**config.mk**
```make
export PLATFORM = sky130hd
export DESIGN_NAME = spi_regfile_arbiter
export DESIGN_NICKNAME = d
export VERILOG_FILES = /design/src/rtl/spi_regfile_arbiter.sv
export SDC_FILE = /design/constraint.sdc
export NUM_CORES = 1
export LEC_CHECK = 0
export ABC_AREA = 0
export CORE_MARGIN = 1.5
export CORE_UTILIZATION = 35
export DETAILED_ROUTE_END_ITERATION = 8
export PLACE_DENSITY_LB_ADDON = 0.12
export SLEW_MARGIN = 20
export SYNTH_ARGS = -nofsm -noshare
export SYNTH_HDL_FRONTEND = slang
export SYNTH_SLANG_ARGS = --single-unit
```
**constraint.sdc**
```tcl
create_clock -name i_clk -period 2.5 [get_ports i_clk]
set_clock_uncertainty 0.2 [all_clocks]
set_input_delay 0.375 -clock i_clk [delete_from_list [all_inputs] [get_ports i_clk]]
set_output_delay 0.375 -clock i_clk [all_outputs]
set_load 0.03 [all_outputs]
```
**src/rtl/spi_regfile_arbiter.sv**
```systemverilog
// Arbitrates a single-port register RAM between buffered SPI writes, an SPI read-prefetch
// register that follows the SPI address, and one internal request/grant requester.
module spi_regfile_arbiter #(
  parameter int WIDTH        = 8,
  parameter int DEPTH        = 1,
  parameter int STARVE_LIMIT = 4
) (
  input  logic             i_clk,
  input  logic             i_reset,
  input  logic             i_spi_start,
  input  logic [DEPTH-1:0] i_spi_address,
  input  logic [WIDTH-1:0] i_spi_write_data,
  input  logic             i_spi_wren,
  output logic [WIDTH-1:0] o_spi_read_data,
  input  logic             i_int_req,
  input  logic             i_int_we,
  input  logic [DEPTH-1:0] i_int_address,
  input  logic [WIDTH-1:0] i_int_wdata,
  output logic             o_int_gnt,
  output logic [WIDTH-1:0] o_int_rdata,
  output logic             o_int_rvalid,
  output logic [DEPTH-1:0] o_ram_address,
  output logic [WIDTH-1:0] o_ram_wdata,
  output logic             o_ram_we,
  input  logic [WIDTH-1:0] i_ram_rdata,
  output logic             o_overflow
);

  localparam int SW = $clog2(STARVE_LIMIT + 1);
  localparam logic [SW-1:0] LIMIT = SW'(STARVE_LIMIT);

  typedef enum logic [1:0] {IDLE, RD_SPI, RD_INT} state_t;

  state_t           r_state, w_state_nxt;
  logic             r_wb_full;
  logic [DEPTH-1:0] r_wb_addr;
  logic [WIDTH-1:0] r_wb_data;
  logic             r_refresh;
  logic             r_post_reset;
  logic [DEPTH-1:0] r_last_addr;
  logic [SW-1:0]    r_starve;
  logic [WIDTH-1:0] r_spi_rdata;
  logic [WIDTH-1:0] r_int_rdata;
  logic             r_overflow;

  logic             w_gnt, w_we, w_drain, w_issue_spi, w_refresh_set;
  logic [DEPTH-1:0] w_addr;
  logic [WIDTH-1:0] w_wdata;
  logic             w_starved;

  assign w_starved = (r_starve >= LIMIT);

  always_comb begin
    w_state_nxt = r_state;
    w_gnt       = 1'b0;
    w_we        = 1'b0;
    w_drain     = 1'b0;
    w_issue_spi = 1'b0;
    w_addr      = '0;
    w_wdata     = '0;
    case (r_state)
      IDLE: begin
        if (r_wb_full) begin
          w_we    = 1'b1;
          w_drain = 1'b1;
          w_addr  = r_wb_addr;
          w_wdata = r_wb_data;
        end else if (i_int_req && w_starved) begin
          w_gnt = 1'b1;
        end else if (r_refresh) begin
          w_issue_spi = 1'b1;
          w_addr      = i_spi_address;
          w_state_nxt = RD_SPI;
        end else if (i_int_req) begin
          w_gnt = 1'b1;
        end
        if (w_gnt) begin
          w_addr = i_int_address;
          if (i_int_we) begin
            w_we    = 1'b1;
            w_wdata = i_int_wdata;
          end else begin
            w_state_nxt = RD_INT;
          end
        end
      end
      RD_SPI:  w_state_nxt = IDLE;
      RD_INT:  w_state_nxt = IDLE;
      default: w_state_nxt = IDLE;
    endcase
  end

  // The issuing cycle compares against the stale last-fetched address, so it must not re-arm itself.
  assign w_refresh_set = i_spi_start | r_post_reset
                       | ((i_spi_address != r_last_addr) & ~w_issue_spi)
                       | (w_we & (w_addr == r_last_addr));

  always_ff @(posedge i_clk) begin
    if (i_reset) begin
      r_state      <= IDLE;
      r_wb_full    <= 1'b0;
      r_wb_addr    <= '0;
      r_wb_data    <= '0;
      r_refresh    <= 1'b0;
      r_post_reset <= 1'b1;
      r_last_addr  <= '0;
      r_starve     <= '0;
      r_spi_rdata  <= '0;
      r_int_rdata  <= '0;
      r_overflow   <= 1'b0;
    end else begin
      r_state      <= w_state_nxt;
      r_post_reset <= 1'b0;
      r_refresh    <= w_refresh_set | (r_refresh & ~w_issue_spi);
      if (i_spi_wren) begin
        r_wb_full <= 1'b1;
        r_wb_addr <= i_spi_address;
        r_wb_data <= i_spi_write_data;
        if (r_wb_full && !w_drain) r_overflow <= 1'b1;
      end else if (w_drain) begin
        r_wb_full <= 1'b0;
      end
      if (w_issue_spi)        r_last_addr <= i_spi_address;
      if (r_state == RD_SPI)  r_spi_rdata <= i_ram_rdata;
      if (r_state == RD_INT)  r_int_rdata <= i_ram_rdata;
      if (!i_int_req || w_gnt)   r_starve <= '0;
      else if (r_starve < LIMIT) r_starve <= r_starve + 1'b1;
    end
  end

  // Combinational outputs are forced low during the reset cycle so a read in flight is dropped.
  assign o_int_gnt       = w_gnt & ~i_reset;
  assign o_ram_we        = w_we & ~i_reset;
  assign o_ram_address   = i_reset ? '0 : w_addr;
  assign o_ram_wdata     = i_reset ? '0 : w_wdata;
  assign o_int_rvalid    = (r_state == RD_INT) & ~i_reset;
  assign o_int_rdata     = i_reset ? '0 : ((r_state == RD_INT) ? i_ram_rdata : r_int_rdata);
  assign o_spi_read_data = r_spi_rdata;
  assign o_overflow      = r_overflow;

endmodule

```
# Yosys cells after proc, flatten, opt, wreduce, memory -nomap -nowiden
# Cells that the tools add are included.
[totals] regBits=35 elab_cells=77 input_bits=32 ram_bits=0 n_memories=0 latch_bits=0 output_inout_bits=29 mem_bits_ro=0
[classes] add_sub_neg=1 bitwise_logic=13 div=0 n_reduce_logical=10 order_cmp=2 n_mul=0 n_mux=36 eq_ne=4 shifts=0
[ops] operator="2-to-1 mux 8 bit" n=7
[ops] operator="2-to-1 mux 1 bit" n=24
[ops] operator="2-to-1 mux 2 bit" n=5
[ops] operator="bitwise AND 1 bit" n=6
[ops] operator="OR 1 bit" n=4
[ops] operator="OR reduction 2 bit" n=2
[ops] operator="adder 3 x 1 -> 3 bit, second input constant" n=1
[ops] operator=">= comparator 3 bit, second input constant" n=1
[ops] operator="less-than comparator 3 bit, second input constant" n=1
[ops] operator="inverter 1 bit" n=3
[ops] operator="equality test 2 x 1 -> 1 bit, second input constant" n=1
[ops] operator="equality test 2 bit, second input constant" n=1
[ops] operator="logical AND 1 bit" n=2
[ops] operator="logical NOT 1 bit" n=2
[ops] operator="logical NOT 2 bit" n=1
[ops] operator="AND reduction 2 bit" n=1
[ops] operator="nonzero test 2 bit" n=1
[ops] operator="equality test 1 bit" n=1
[ops] operator="logical OR 1 bit" n=1
[ops] operator="!= test 1 bit" n=1

# Logic depth before layout (Yosys ltp)
[logic_depth] depth_word=11 depth_mapped=5 ltp_nobuf=5

# Least setup slack after synthesis
# Ideal clock, no wire load.
[synth_timing] path_type="reg-to-output" startpoint="register r_starve[2]" endpoint="output port o_ram_wdata[1]" n_path_buf=0 arrival_time_ns=1.536 slack_ns=0.389 stages_incl_launch_ff=6 required_ns=1.925 cell_sequence="dfxtp_1 > nand2b_1 > nand3b_1 > nor2_1 > a22oi_1 > nor2_1"
[synth_via] elab_chain_cells=8
[synth_rtl] element="start, declared" line_no="41" source="logic [SW-1:0] r_starve;"
[synth_rtl] element="start signal, assigned" line_no="127" source="else if (r_starve < LIMIT) r_starve <= r_starve + 1'b1;"
[synth_rtl] element=">= comparator 3 bit" line_no="51" source="assign w_starved = (r_starve >= LIMIT);"
[synth_rtl] element="logical AND 1 bit" line_no="68" source="end else if (i_int_req && w_starved) begin"
[synth_rtl] element="2-to-1 mux 1 bit" line_no="68"
[synth_rtl] element="2-to-1 mux 1 bit" line_no="63" source="if (r_wb_full) begin"
[synth_rtl] element="2-to-1 mux 1 bit" line_no="61" source="case (r_state)"
[synth_rtl] element="2-to-1 mux 8 bit" line_no="77" source="if (w_gnt) begin"
[synth_rtl] element="2-to-1 mux 8 bit" line_no="61"
[synth_rtl] element="2-to-1 mux 8 bit" line_no="135" source="assign o_ram_wdata = i_reset ? '0 : w_wdata;"
[synth_rtl] element="end, declared" line_no="23" source="output logic [WIDTH-1:0] o_ram_wdata,"
# Every way passes these cells. The select of a mux whose other input is x is not followed.

# Worst setup path after layout
[layout_timing] startpoint="input port i_int_req" endpoint="output port o_ram_wdata[1]"
[layout_via] elab_chain_cells=8 word_cells_on_any_way=9 cone_classes="mux (8); reduce/logical (1)"
[layout_rtl] element="start, declared" line_no="15" source="input logic i_int_req,"
[layout_rtl] element="2-to-1 mux 1 bit" line_no="74" source="end else if (i_int_req) begin"
[layout_rtl] element="2-to-1 mux 1 bit" line_no="70" source="end else if (r_refresh) begin"
[layout_rtl] element="2-to-1 mux 1 bit (*)" line_no="68"
[layout_rtl] element="2-to-1 mux 1 bit (*)" line_no="63"
[layout_rtl] element="2-to-1 mux 1 bit (*)" line_no="61"
[layout_rtl] element="2-to-1 mux 8 bit (*)" line_no="77"
[layout_rtl] element="2-to-1 mux 8 bit (*)" line_no="61"
[layout_rtl] element="2-to-1 mux 8 bit (*)" line_no="135"
# Every way passes the cells marked *; elsewhere a longest branch is shown, timed or not. The select of a mux whose other input is x is not followed.

==> impl_metrics.json <==
{
  "status": "finished clean",
  "htreeDepth": 2,
  "synthSimpleGateAreaFrac_pct": 20.89,
  "syn_inst": 164,
  "die_width_um": 67.09,
  "slew_headroom_pct": 60.24,
  "power.total_w": 0.001274,
  "ctsHoldBuffers": 0,
  "grt_pass1_vias": 1264,
  "fp.dieH_um": 67.09,
  "initial_utilization_pct": 36.20,
  "detail_route.iter0.violations": 31,
  "drt_wl_total_um": 3434,
  "die_area_sq_um": 4501,
  "overflow": 0,
  "critPathRequiredTime_ns": 1.92,
  "synth_top_family_by_area": "simple AND/OR/NAND/NOR gates",
  "stdcell_count": 276,
  "fin_crit_sh_pct": 95.64,
  "io_pins": 61,
  "tightest_slew_ns": 0.5945,
  "place.detailed.hpwl_um": 2476,
  "dp_cells": 266,
  "synth_top_flop_cell": "dfxtp_1",
  "vias": 1312,
  "clk_pin_slew_ns": 0.06,
  "synth_edf_count": 0,
  "cap_violations": 0,
  "area_delta_synth_final_pct": 49.09,
  "tritoncts": "done",
  "clock-sinks": 35,
  "drv_slew": 0,
  "power_density_nw_per_um2": 594.2,
  "critPathLaunchType": "primary input",
  "rrSetupSlack_ns": 0.84,
  "fmax_mhz": 418.2,
  "cts-root-buf": "clkbuf_8",
  "synthDistinctLibCells": 26,
  "grt_pass1_wl_um": 5416,
  "hold_viol_final": 0,
  "antenna_cells": 0,
  "io_buffers": 60,
  "syn_area_per_cell_sq_um": 8.766,
  "synth_compound_area_share_pct": 12.10,
  "crit_start": "i_int_req",
  "final_util_pct": 53.97,
  "route.antenna.remaining_nets": 0,
  "drive_above_1_share_pct": 15.49,
  "worstSetupPathType": "in2out",
  "r2r_start": "r_starve[2]$_SDFFE_PP0N_",
  "fin_tns_setup_ns": 0,
  "grt_max_degree": 34,
  "async_flop_share_pct": 0,
  "hold_path_class": "reg2reg",
  "fin_crit_ns": 2.391,
  "ctsLongestPathBuffers": 2,
  "setup.worst_path.end": "o_ram_wdata[1]",
  "critical_path.max_fanout": 8,
  "p_leak_nw": 0.9281,
  "clock_latency_ns": 0.28,
  "seq_area_frac_synth_pct": 48.74,
  "synthXorXnorAreaFrac_pct": 1.828,
  "setup_viol": 0,
  "cp-end-kind": "primary output",
  "remaining_drc_errors": 0,
  "muxShareOfSynthArea_pct": 12.53,
  "r2r_cells": 5,
  "gp_congestion": 0.7733,
  "reg2reg_to": "r_refresh$_SDFF_PP0_",
  "cts-buffers-inserted": 5,
  "core_sq_um": 3971,
  "cp.arrival_ns": 1.82,
  "vdd_drop_max_uv": 331.3,
  "nets": 258,
  "syn_nets": 197,
  "viasPerCell": 4.754,
  "antenna_found_initial": 0,
  "fp-row-count": 23,
  "firstDrtPassIters": 4,
  "synth_area_sq_um": 1438,
  "ys_warn_count": 0,
  "wl_per_cell_um": 12.44,
  "grt_use_total_pct": 16.54,
  "synthAdderAreaFrac_pct": 0.8703,
  "synth_seq_cells": 35
}
-- state kept, by name (all words and copies together), names as in the netlist, 2 cells and up --
signal / flops
r_starve: 3
r_int_rdata: 8
r_wb_data: 8
o_spi_read_data: 8
r_state: 2
-- placed cells by master, fill, tap and decap left out, types with 3 or more instances in the layout --
master,netlist,final
a21oi_1,11,11
a22oi_1,8,8
buf_4,0,24
clkbuf_8,0,7
clkdlybuf4s50_1,0,40
dfxtp_1,35,33
mux2i_1,18,18
nand2_1,18,18
nand2b_1,3,3
nor2_1,38,38
nor2b_1,3,3
-- worst max-delay path, cell delays in order --
cell,delay [ns]
clkdlybuf4s50_1,0.54
nand3b_1,0.22
nor2_1,0.16
buf_4,0.17
a22oi_1,0.07
nor2_1,0.11
buf_4,0.17
-- worst min-delay path by stage --
| stage | startpoint | end | slack [ns] | cells past startpoint |
|---|---|---|---|---|
| floorplan | i_reset | r_post_reset$_DFF_P_ | 0.20 | 0 |
| global placement | o_overflow$_SDFFE_PP0P_ | o_overflow$_SDFFE_PP0P_ | 0.25 | 2 |
| detailed placement | o_overflow$_SDFFE_PP0P_ | o_overflow$_SDFFE_PP0P_ | 0.26 | 2 |
| CTS | r_int_rdata[0]$_DFF_P_ | r_int_rdata[0]$_DFF_P_ | 0.27 | 2 |
| global route | r_int_rdata[7]$_DFF_P_ | r_int_rdata[7]$_DFF_P_ | 0.29 | 2 |
| finish | r_int_rdata[0]$_DFF_P_ | r_int_rdata[0]$_DFF_P_ | 0.27 | 2 |
-- report_power, final --
group	internal (W)	leakage, nW	switching (W)
clock network	0.000251	0.0515	0.000184
registers	0.000585	0.287	0.0000185
logic	0.000117	0.590	0.000117
total	0.000954	0.928	0.000320
-- layout make-up --
class / instances / area, sq um
clock buffers: 8 / 100.1
fillers: 384 / 1828
inverters: 1 / 3.754
multi-input cells: 118 / 693.2
flip-flops and latches: 35 / 703.2
well taps: 50 / 62.56
repair buffers: 64 / 580.6
-- stage by stage --
stage               worst slack (ns)  hold WS (ns)  instance area [sq um]
floorplan                     0.3886        0.2027                   1438
global placement              0.1631        0.2515                   2026
detailed placement            0.1094        0.2601                   2026
CTS                          0.03916        0.2711                   2126
global route               -0.004809        0.2942                   2143
finish                        0.1090        0.2695                   2143
-- repair_timing --
| item | 4_1_cts | 5_1_grt |
|---|---|---|
| setup endpoints to repair | 0 | 8 |
| resized for setup | 0 | 2 |
| buffers inserted | 0 | 2 |
-- cell usage after synthesis, types with 2 or more instances --
cell / count / share of area (%)
a31oi_1: 2 / 0.87
clkbuf_1: 8 / 2.1
nor2b_1: 3 / 1.3
dfxtp_1: 35 / 49
nand3b_1: 2 / 1.0
nand2_1: 18 / 4.7
buf_2: 2 / 0.70
o21ai_0: 2 / 0.70
nand2b_1: 3 / 1.3
a22oi_1: 8 / 4.2
a21oi_1: 11 / 3.8
nor2_1: 38 / 9.9
mux2i_1: 18 / 13
xor2_1: 2 / 1.2
-- layer usage --
metal	share of wire (%)	wire length (um)	vias up	track usage, %
li1	-	-	672	-
met1	42	1439	596	17.50
met2	51	1744	39	29.33
met3	5.9	203	5	4.392
met4	1.3	46	0	9.184
met5	0	0	-	0
-- cells by family after synthesis --
group                    count (synthesis)
AO/OA/AOI/OAI                           27
XOR/XNOR                                 3
adder cells (fa/ha/maj)                  1
buffers and inverters                   11
flip-flops                              35
multiplexers                            18
AND/OR/NAND/NOR                         69
No activity file was read; power rests on OpenSTA's default activity.
